### src/rtl/vector_tail_encoder.sv
`default_nettype none
// ============================================================================
//  Module      : vector_tail_encoder
//  Description : Registered encoder that turns an element mask into a
//                thermometer tail mask above its most significant set bit.
//  Revision    : 1.0 - initial release
// ============================================================================
module vector_tail_encoder #(
    parameter int VECTOR_MASK_LENGTH = 8
) (
    input  logic                                          clock,
    input  logic                                          reset,
    input  logic [VECTOR_MASK_LENGTH-1:0]                 vector_mask,
    input  logic                                          vector_mask_valid,
    output logic [VECTOR_MASK_LENGTH-1:0]                 encoded_vector_mask,
    output logic [$clog2(VECTOR_MASK_LENGTH+1)-1:0]       tail_start,
    output logic                                          mask_empty,
    output logic                                          no_tail,
    output logic                                          encoded_valid
);

    localparam int c_width    = VECTOR_MASK_LENGTH;
    localparam int c_ts_width = $clog2(VECTOR_MASK_LENGTH + 1);

    logic [c_width-1:0]    w_seen;
    logic [c_width-1:0]    w_encoded;
    logic [c_ts_width-1:0] w_tail_start;
    logic                  w_mask_empty;
    logic                  w_no_tail;

    logic [c_width-1:0]    r_encoded;
    logic [c_ts_width-1:0] r_tail_start;
    logic                  r_mask_empty;
    logic                  r_no_tail;
    logic                  r_valid;

    // w_seen[i] is set when any bit at or above i is set, so its complement
    // is exactly the tail (all positions strictly above the head).
    always_comb begin
        logic v_acc;
        v_acc  = 1'b0;
        w_seen = '0;
        for (int i = c_width - 1; i >= 0; i--) begin
            v_acc     = v_acc | vector_mask[i];
            w_seen[i] = v_acc;
        end
    end

    assign w_encoded = ~w_seen;

    // The number of positions at or below the head equals head + 1,
    // and is zero for an empty mask.
    always_comb begin
        w_tail_start = '0;
        for (int i = 0; i < c_width; i++) begin
            w_tail_start = w_tail_start + c_ts_width'(w_seen[i]);
        end
    end

    assign w_mask_empty = ~w_seen[0];
    assign w_no_tail    = vector_mask[c_width-1];

    always_ff @(posedge clock) begin
        if (reset) begin
            r_encoded    <= '0;
            r_tail_start <= '0;
            r_mask_empty <= 1'b0;
            r_no_tail    <= 1'b0;
            r_valid      <= 1'b0;
        end else begin
            r_valid <= vector_mask_valid;
            if (vector_mask_valid) begin
                r_encoded    <= w_encoded;
                r_tail_start <= w_tail_start;
                r_mask_empty <= w_mask_empty;
                r_no_tail    <= w_no_tail;
            end
        end
    end

    assign encoded_vector_mask = r_encoded;
    assign tail_start          = r_tail_start;
    assign mask_empty          = r_mask_empty;
    assign no_tail             = r_no_tail;
    assign encoded_valid       = r_valid;

endmodule
`default_nettype wire

### config.mk
export PLATFORM = sky130hd
export DESIGN_NAME = vector_tail_encoder
export DESIGN_NICKNAME = d
export VERILOG_FILES = /design/src/rtl/vector_tail_encoder.sv
export SDC_FILE = /design/constraint.sdc
export NUM_CORES = 1
export LEC_CHECK = 0
export ABC_AREA = 1
export BUFFER_PORTS_ARGS = -buffer_cell sky130_fd_sc_hd__buf_2
export CAP_MARGIN = 20
export CORE_MARGIN = 3
export CORE_UTILIZATION = 50
export DETAILED_ROUTE_END_ITERATION = 16
export PLACE_DENSITY = 0.8
export SLEW_MARGIN = 20
export SYNTH_ARGS = -nofsm -noshare
export SYNTH_HDL_FRONTEND = slang
export SYNTH_SLANG_ARGS = --single-unit
### constraint.sdc
create_clock -name clock -period 6.2 [get_ports clock]
set_input_delay 0.31 -clock clock [delete_from_list [all_inputs] [get_ports clock]]
set_output_delay 0.31 -clock clock [all_outputs]
set_load 0.01 [all_outputs]
* Word level (Yosys, flattened, before mapping) *
Cells that the tools add are included.

word-level totals
  flip-flop bits (word level) = 15
  bits in latches = 0
  RAM bits = 0
  ROM bits = 0
  output and inout bits = 15
  logic and storage cells = 21
  memories = 0

cells by class
  add/sub/neg operators = 7
  multiply operators = 0
  divide/modulo/power cells = 0
  $lt $le $gt $ge = 0
  equality and inequality tests = 0
  shifts and indexed selects = 0
  multiplexer cells = 0
  bitwise gates (word level) = 9
  reduce and logical (&&, ||, !) cells = 0

operators by type and width
  operator       count
  $add A4 B1 Y4  4
  $not A8 Y8     1
  $or A1 B1 Y1   7
  $add A3 B1 Y4  1
  $add A2 B1 Y3  1
  $add A1 B1 Y2  1
  $not A1 Y1     1

* Logic depth before layout (Yosys ltp) *
Gate-level depths: netlist (run 1).

  depth in word-level cells = 14
  depth in mapped cells = 15
  depth with buffers taken out = 15

* Worst setup path after synthesis (run 1) *
No wires, ideal clock.

  path kind = input -> register
  from = input vector_mask[7]
  to = register r_tail_start[2], in the netlist tail_start[2]
  arrival = 3.200 ns
  slack = 2.885 ns
  stages = 15
  path buffers = 0
  cells stage by stage = nor2_4 > nand4_4 > nor2_4 > nand3_2 > fa_1 > inv_1 > fa_1 > fa_1 > inv_1 > ha_1 > inv_1 > fa_1 > xnor2_1 > o21ai_0 > inv_1

on the way
  cells in the longest elaborated chain, start to end = 14

ends and longest elaborated chain
  element                     line  text
  start: declaration          13    input logic [VECTOR_MASK_LENGTH-1:0] vector_mask,
  $or A1 B1 Y1 (7 in a row)   44    v_acc = v_acc | vector_mask[i];
  $add A1 B1 Y2               56    w_tail_start = w_tail_start + c_ts_width'(w_seen[i]);
  $add A2 B1 Y3               56
  $add A3 B1 Y4               56
  $add A4 B1 Y4 (3 in a row)  56
  $add A4 B1 Y4 *             56
  end signal: assignment      74    r_tail_start <= w_tail_start;
  end: declaration            32    logic [c_ts_width-1:0] r_tail_start;

Mark *: on every way between the ends. The rest lies on a longest branch, timed or not.
A chain may end at the register's enable or synchronous reset.

* Final worst setup path (run 1) *
Same ends and word-level chain as after synthesis.

==> results of run 1 <==
## metrics by stage
step / power (mW) / instance area [sq um] / setup WS [ns] / cells
3_5_place_dp: 0.142 / 847 / 2.46 / 122
3_3_place_gp: 0.141 / 847 / 2.54 / 122
5_1_grt: 0.216 / 883 / 2.59 / 126
4_1_cts: 0.207 / 883 / 2.78 / 126
2_1_floorplan: 0.127 / 722 / 2.88 / 86
6_report: 0.204 / 883 / 2.81 / 126
## cell families after synthesis
logic type      count (synthesis)  synth area share [%]
fa+ha+maj                       7                  16.3
xor+xnor                        1                  1.21
compound gates                 19                  13.5
buf+inv                        23                  12.5
flops                          14                  38.8
simple gates                   22                  17.7
## layer usage
layer	track usage, %	wire [um]	vias up
met3	6.22	132	3
li1	-	-	315
met2	26.2	705	22
met5	0	0	-
met4	5.42	19	0
met1	18.9	497	264
## Yosys cell counts
master / instances
a21oi_1: 8
buf_4: 1
clkbuf_1: 3
dfxtp_1: 14
fa_1: 4
ha_1: 3
inv_1: 18
inv_2: 1
nand2_1: 7
nand3_1: 3
nand3_2: 1
nand4_4: 1
nor2_1: 7
nor2_2: 1
nor2_4: 2
o211ai_1: 1
o21ai_0: 10
xnor2_1: 1
## layout by cell type, fill, tap and decap left out, types with 4 or more instances in the layout
| cell | instances |
|---|---|
| fa_1 | 4 |
| dfxtp_1 | 14 |
| nand2_1 | 7 |
| a21oi_1 | 8 |
| inv_1 | 18 |
| nor2_1 | 7 |
| o21ai_0 | 10 |
| buf_2 | 25 |
## state kept, by name, indices dropped and copies added, names as in the netlist
| signal | flops |
|---|---|
| encoded_valid | 1 |
| tail_start | 4 |
| encoded_vector_mask | 8 |
| no_tail | 1 |
## area by class of cell
cell class,count,share of cell area (%)
multi-input combinational,49,39.8
tap,15,2.12
timing repair buffer,25,14.2
inverter,19,8.07
clock buffer,4,4.11
sequential,14,31.7
## worst paths after layout
| kind | endpoint | slack, ns | startpoint | cells after the start |
|---|---|---|---|---|
| worst max-delay path | tail_start[2] | 2.81 | vector_mask[7] | 16 |
| worst min-delay path | no_tail | 0.21 | reset | 2 |
| worst max register to register | tail_start[2] | 5.55 | tail_start[2] | 4 |
| worst min register to register | no_tail | 0.46 | no_tail | 2 |
## power by group
group	leakage [nW]	internal [mW]	total [mW]	switching [mW]
clock	0.0210	0.0358	0.0646	0.0288
sequential	0.116	0.0960	0.0984	0.00243
combinational	0.330	0.0173	0.0411	0.0239
total	0.467	0.149	0.204	0.0551
## worst register-to-register path, cell delays in order (launching register included)
cell and delay, ns:
dfxtp_1 0.31, nor2_1 0.08, nor2_1 0.04, o21ai_0 0.06, inv_1 0.05
==> flow_metrics.tcl, run 1 <==
set metrics [dict create \
    route.detailed.drc 0 \
    row_count 13 \
    antenna_left 0 \
    skew_ns 0 \
    clock_path_buffers 2 \
    clk_transition_reported_paths_ns 0.08 \
    antenna_found_initial 0 \
    die_w_um 44 \
    drv_cap 0 \
    p_leak_nw 0.467 \
    yosysUniqueCellTypes 18 \
    finalSetupTns_ns 0 \
    cts_resized 0 \
    dieArea_sq_um 1940 \
    cts.htree.levels 1 \
    overflow 0 \
    worst_setup_path_start_kind "input port" \
    powerDensity_nw_per_um2 231 \
    crit_path_end_kind "flop" \
    timing.hold.ws_ns 0.210 \
    port_buffers 25 \
    yosysTopAreaCell "dfxtp_1" \
    wirelength_um 1360 \
    dr_total_vias 604 \
    hpwl_um 1090 \
    final_nets 130 \
    slowest_stage "fa_1" \
    seq_area_frac_synth_pct 38.8 \
    wire_per_inst_um 10.8 \
    arrival_ns 3.57 \
    critical_path_class "in2reg" \
    grt_max_degree 22 \
    clock_sinks 14 \
    crit_fanout 4 \
    boundaryPins 26 \
    fin_crit_ns 3.39 \
    syn_area_per_cell_sq_um 8.39 \
    fillers 130 \
    vias_per_cell 4.79 \
    setup_violations 0 \
    status "finished clean" \
    crit_chain "buf_2, nor2_4, nand4_4, nor2_4, nand3_2, fa_1, inv_1, fa_1, fa_1, inv_1, ha_1, inv_1, fa_1, xnor2_1, o21ai_0, inv_1" \
    netlist_top_cells_area "dfxtp_1 (39%), fa_1 (11%), inv_1 (9.4%), o21ai_0 (6.9%), a21oi_1 (5.5%)" \
    crit_family "adder cells" \
    cpPeakStageDelay_ns 0.51 \
    cts_setup_buffers 0 \
    max-slew-margin-rel_pct 80.1 \
    multiInputGateArea_sq_um 352 \
    first_pass_iters 4 \
    start_util_pct 54.1 \
    fin_util_pct 66.2 \
    grt_pass1_wl_um 2240 \
    rsz0062_at_grt "no" \
    fin_crit_sh_pct 54.7 \
    gp_congestion 0.796 \
    hold_path.class "in2reg" \
    netlist.area_leader.share_pct 38.8 \
    seqCellArea_sq_um 280 \
    numCtsBuffers 3 \
    synth_nets 104 \
    layout-drive-gt1-share_pct 31.5 \
    first_global_vias 551 \
    core-area_sq_um 1330 \
    max-vdd-ir-drop_uv 159 \
    synthCells 86 \
    fmax_mhz 295 \
    drtIter0Drc 13 \
    cts_tree "built" \
    slew_viol_final 0 \
    diodes 0 \
    path_buf_inv 5 \
    ys_ff_latch 14 \
    fp.dieH_um 44 \
    yosysWarnings 0 \
    grt.total_usage_pct 15.9 \
    cts_hold_repair.buffers 0 \
    area_growth_syn_to_layout_pct 22.4 \
    clk_latency_ns 0.29 \
    cp.required_ns 6.38 \
    synth_area_sq_um 722 \
    hold_viol 0 \
    worst_slew_pin_slew_ns 0.298 \
    cts-root-buf "clkbuf_4" \
]
Power figures use the tool's default switching activity.
==> inputs of run 2 (changes only) <==
--- a/config.mk
+++ b/config.mk
@@ -9,9 +9,9 @@
 export BUFFER_PORTS_ARGS = -buffer_cell sky130_fd_sc_hd__buf_2
 export CAP_MARGIN = 20
 export CORE_MARGIN = 3
-export CORE_UTILIZATION = 50
+export CORE_UTILIZATION = 47
 export DETAILED_ROUTE_END_ITERATION = 16
-export PLACE_DENSITY = 0.8
+export PLACE_DENSITY = 0.76
 export SLEW_MARGIN = 20
 export SYNTH_ARGS = -nofsm -noshare
 export SYNTH_HDL_FRONTEND = slang
==> constraint.sdc (replaced) <==
create_clock -name clock -period 3.32 [get_ports clock]
set_input_delay 0.166 -clock clock [delete_from_list [all_inputs] [get_ports clock]]
set_output_delay 0.166 -clock clock [all_outputs]
set_load 0.01 [all_outputs]
==> run 2 against run 1 <==
Compared with the run above: via count rose by 2.5%; clock-buffer cell count did not move; core utilization rose by 1.7 points; final area rose by 5.1%; critical path depth did not move; first-iteration DRC count fell by 46%; sequential share of layout area fell by 1.5 points; global-route usage fell by 0.096 points; worst setup slack got worse by 2.7 ns; die area rose by 5.5%; sequential power rose by 87%; largest cell class unchanged.
==> flow_metrics.tcl, run 2 (synthesis gave the netlist of run 1 again) <==
set metrics [dict create \
    status "finished clean" \
    setup_violations 0 \
    core-area_sq_um 1370 \
    area_growth_syn_to_layout_pct 28.6 \
    cts.htree.levels 1 \
    intPower_uw 282 \
    worst_setup_path_start_kind "input port" \
    mostFrequentLayoutCell "buf_2" \
    path_buf_inv 5 \
    slew_viol_final 0 \
    crit_fanout 4 \
    p_leak_nw 0.495 \
    cts_resized 0 \
    boundaryPins 26 \
    fp.dieH_um 45.2 \
    hold_path.class "in2reg" \
    crit_family "adder cells" \
    design_area_sq_um 928 \
    crit_chain "buf_2, nor2_4, nand4_4, nor2_4, nand3_2, fa_1, inv_1, fa_1, fa_1, inv_1, ha_1, inv_1, fa_1, xnor2_1, o21ai_0, inv_1" \
    hpwl_um 1140 \
    combPwrFrac_pct 21.0 \
    finalSetupTns_ns 0 \
    most-common-layout-cells "buf_2 (25), inv_1 (18), dfxtp_1 (14), o21ai_0 (10), a21oi_1 (8)" \
    diodes 0 \
    drv_cap 0 \
    fin_crit_ns 3.17 \
    fin_crit_sh_pct 95.4 \
    grt_pass1_wl_um 2270 \
    wirelength_um 1380 \
    cpPeakStageDelay_ns 0.51 \
    start_util_pct 52.8 \
    clock_path_buffers 2 \
    timing.hold.ws_ns 0.0746 \
    clk_transition_reported_paths_ns 0.08 \
    skew_ns 0 \
    largest_register_ffs 8 \
    layout-drive-gt1-share_pct 35.0 \
    instances_no_fill 132 \
    max-vdd-ir-drop_uv 283 \
    drtIter0Drc 7 \
    crit_path_end_kind "flop" \
    clk_latency_ns 0.28 \
    port_buffers 25 \
    grt_max_degree 22 \
    power_uw 386 \
    p_sw_uw 104 \
    row_count 13 \
    wire_per_inst_um 10.5 \
    cp.required_ns 3.50 \
    antenna_left 0 \
    gp_congestion 0.810 \
    first_global_vias 569 \
    worst_slew_pin_slew_ns 0.299 \
    antenna_found_initial 0 \
    power_frac_seq_pct 47.6 \
    cts_setup_buffers 0 \
    fillers 122 \
    cts-root-buf "clkbuf_4" \
    die_w_um 45.2 \
    route.detailed.drc 0 \
    fin_ws_ns 0.152 \
    vias_per_cell 4.69 \
    clock_sinks 14 \
    cts_tree "built" \
    first_pass_iters 4 \
    slowest_stage "fa_1" \
    hold_viol 0 \
    fin_util_pct 67.9 \
    max-slew-margin-rel_pct 80.1 \
    overflow 0 \
    dr_total_vias 619 \
    switching_share_pct 27.0 \
    dieArea_sq_um 2040 \
    critical_path_class "in2reg" \
    cts_hold_repair.buffers 0 \
    arrival_ns 3.35 \
    numCtsBuffers 3 \
    final_nets 136 \
    powerDensity_nw_per_um2 416 \
    clkPwrFrac_pct 31.3 \
    grt.total_usage_pct 15.8 \
    dpl_cell_area_sq_um 892 \
    fmax_mhz 316 \
    rsz0062_at_grt "no" \
    placedCellCount 128 \
    place_ws_ns -0.146 \
]
-- run 2: changes by cell type in the layout (fill, tap and decap cells not counted) --
cell | previous run | this run
buf_4 | 0 | 6
-- run 2: power groups by stage --
| stage | clock network, mW | registers (mW) | logic [mW] |
|---|---|---|---|
| 2_1_floorplan | 0 | 0.194 | 0.0441 |
| 3_3_place_gp | 0 | 0.187 | 0.0791 |
| 3_5_place_dp | 0 | 0.188 | 0.0818 |
| 4_1_cts | 0.125 | 0.184 | 0.0825 |
| 5_1_grt | 0.129 | 0.185 | 0.0924 |
| 6_report | 0.121 | 0.184 | 0.0811 |
-- run 2: cell type report --
cell class              count  area, sq um  share of cell area, %
well taps                  15         18.8                   2.02
multi-input cells          49          352                   37.9
repair buffers             31          170                   18.3
clock buffers               4         36.3                   3.91
inverters                  19         71.3                   7.68
flip-flops and latches     14          280                   30.2
-- run 2: routing by layer --
layer	part of all wire [%]	global-route usage, %	vias up
met4	0	3.51	0
li1	-	-	328
met5	0	0	-
met2	51	26.6	20
met3	7.1	5.98	0
met1	42	19.2	271
-- run 2: final timing paths --
kind,start,to,slack (ns),depth (start not counted)
min reg2reg,no_tail,no_tail,0.46,2
min,reset,no_tail,0.07,2
max reg2reg,tail_start[2],tail_start[2],2.67,4
max,vector_mask[7],tail_start[2],0.15,16
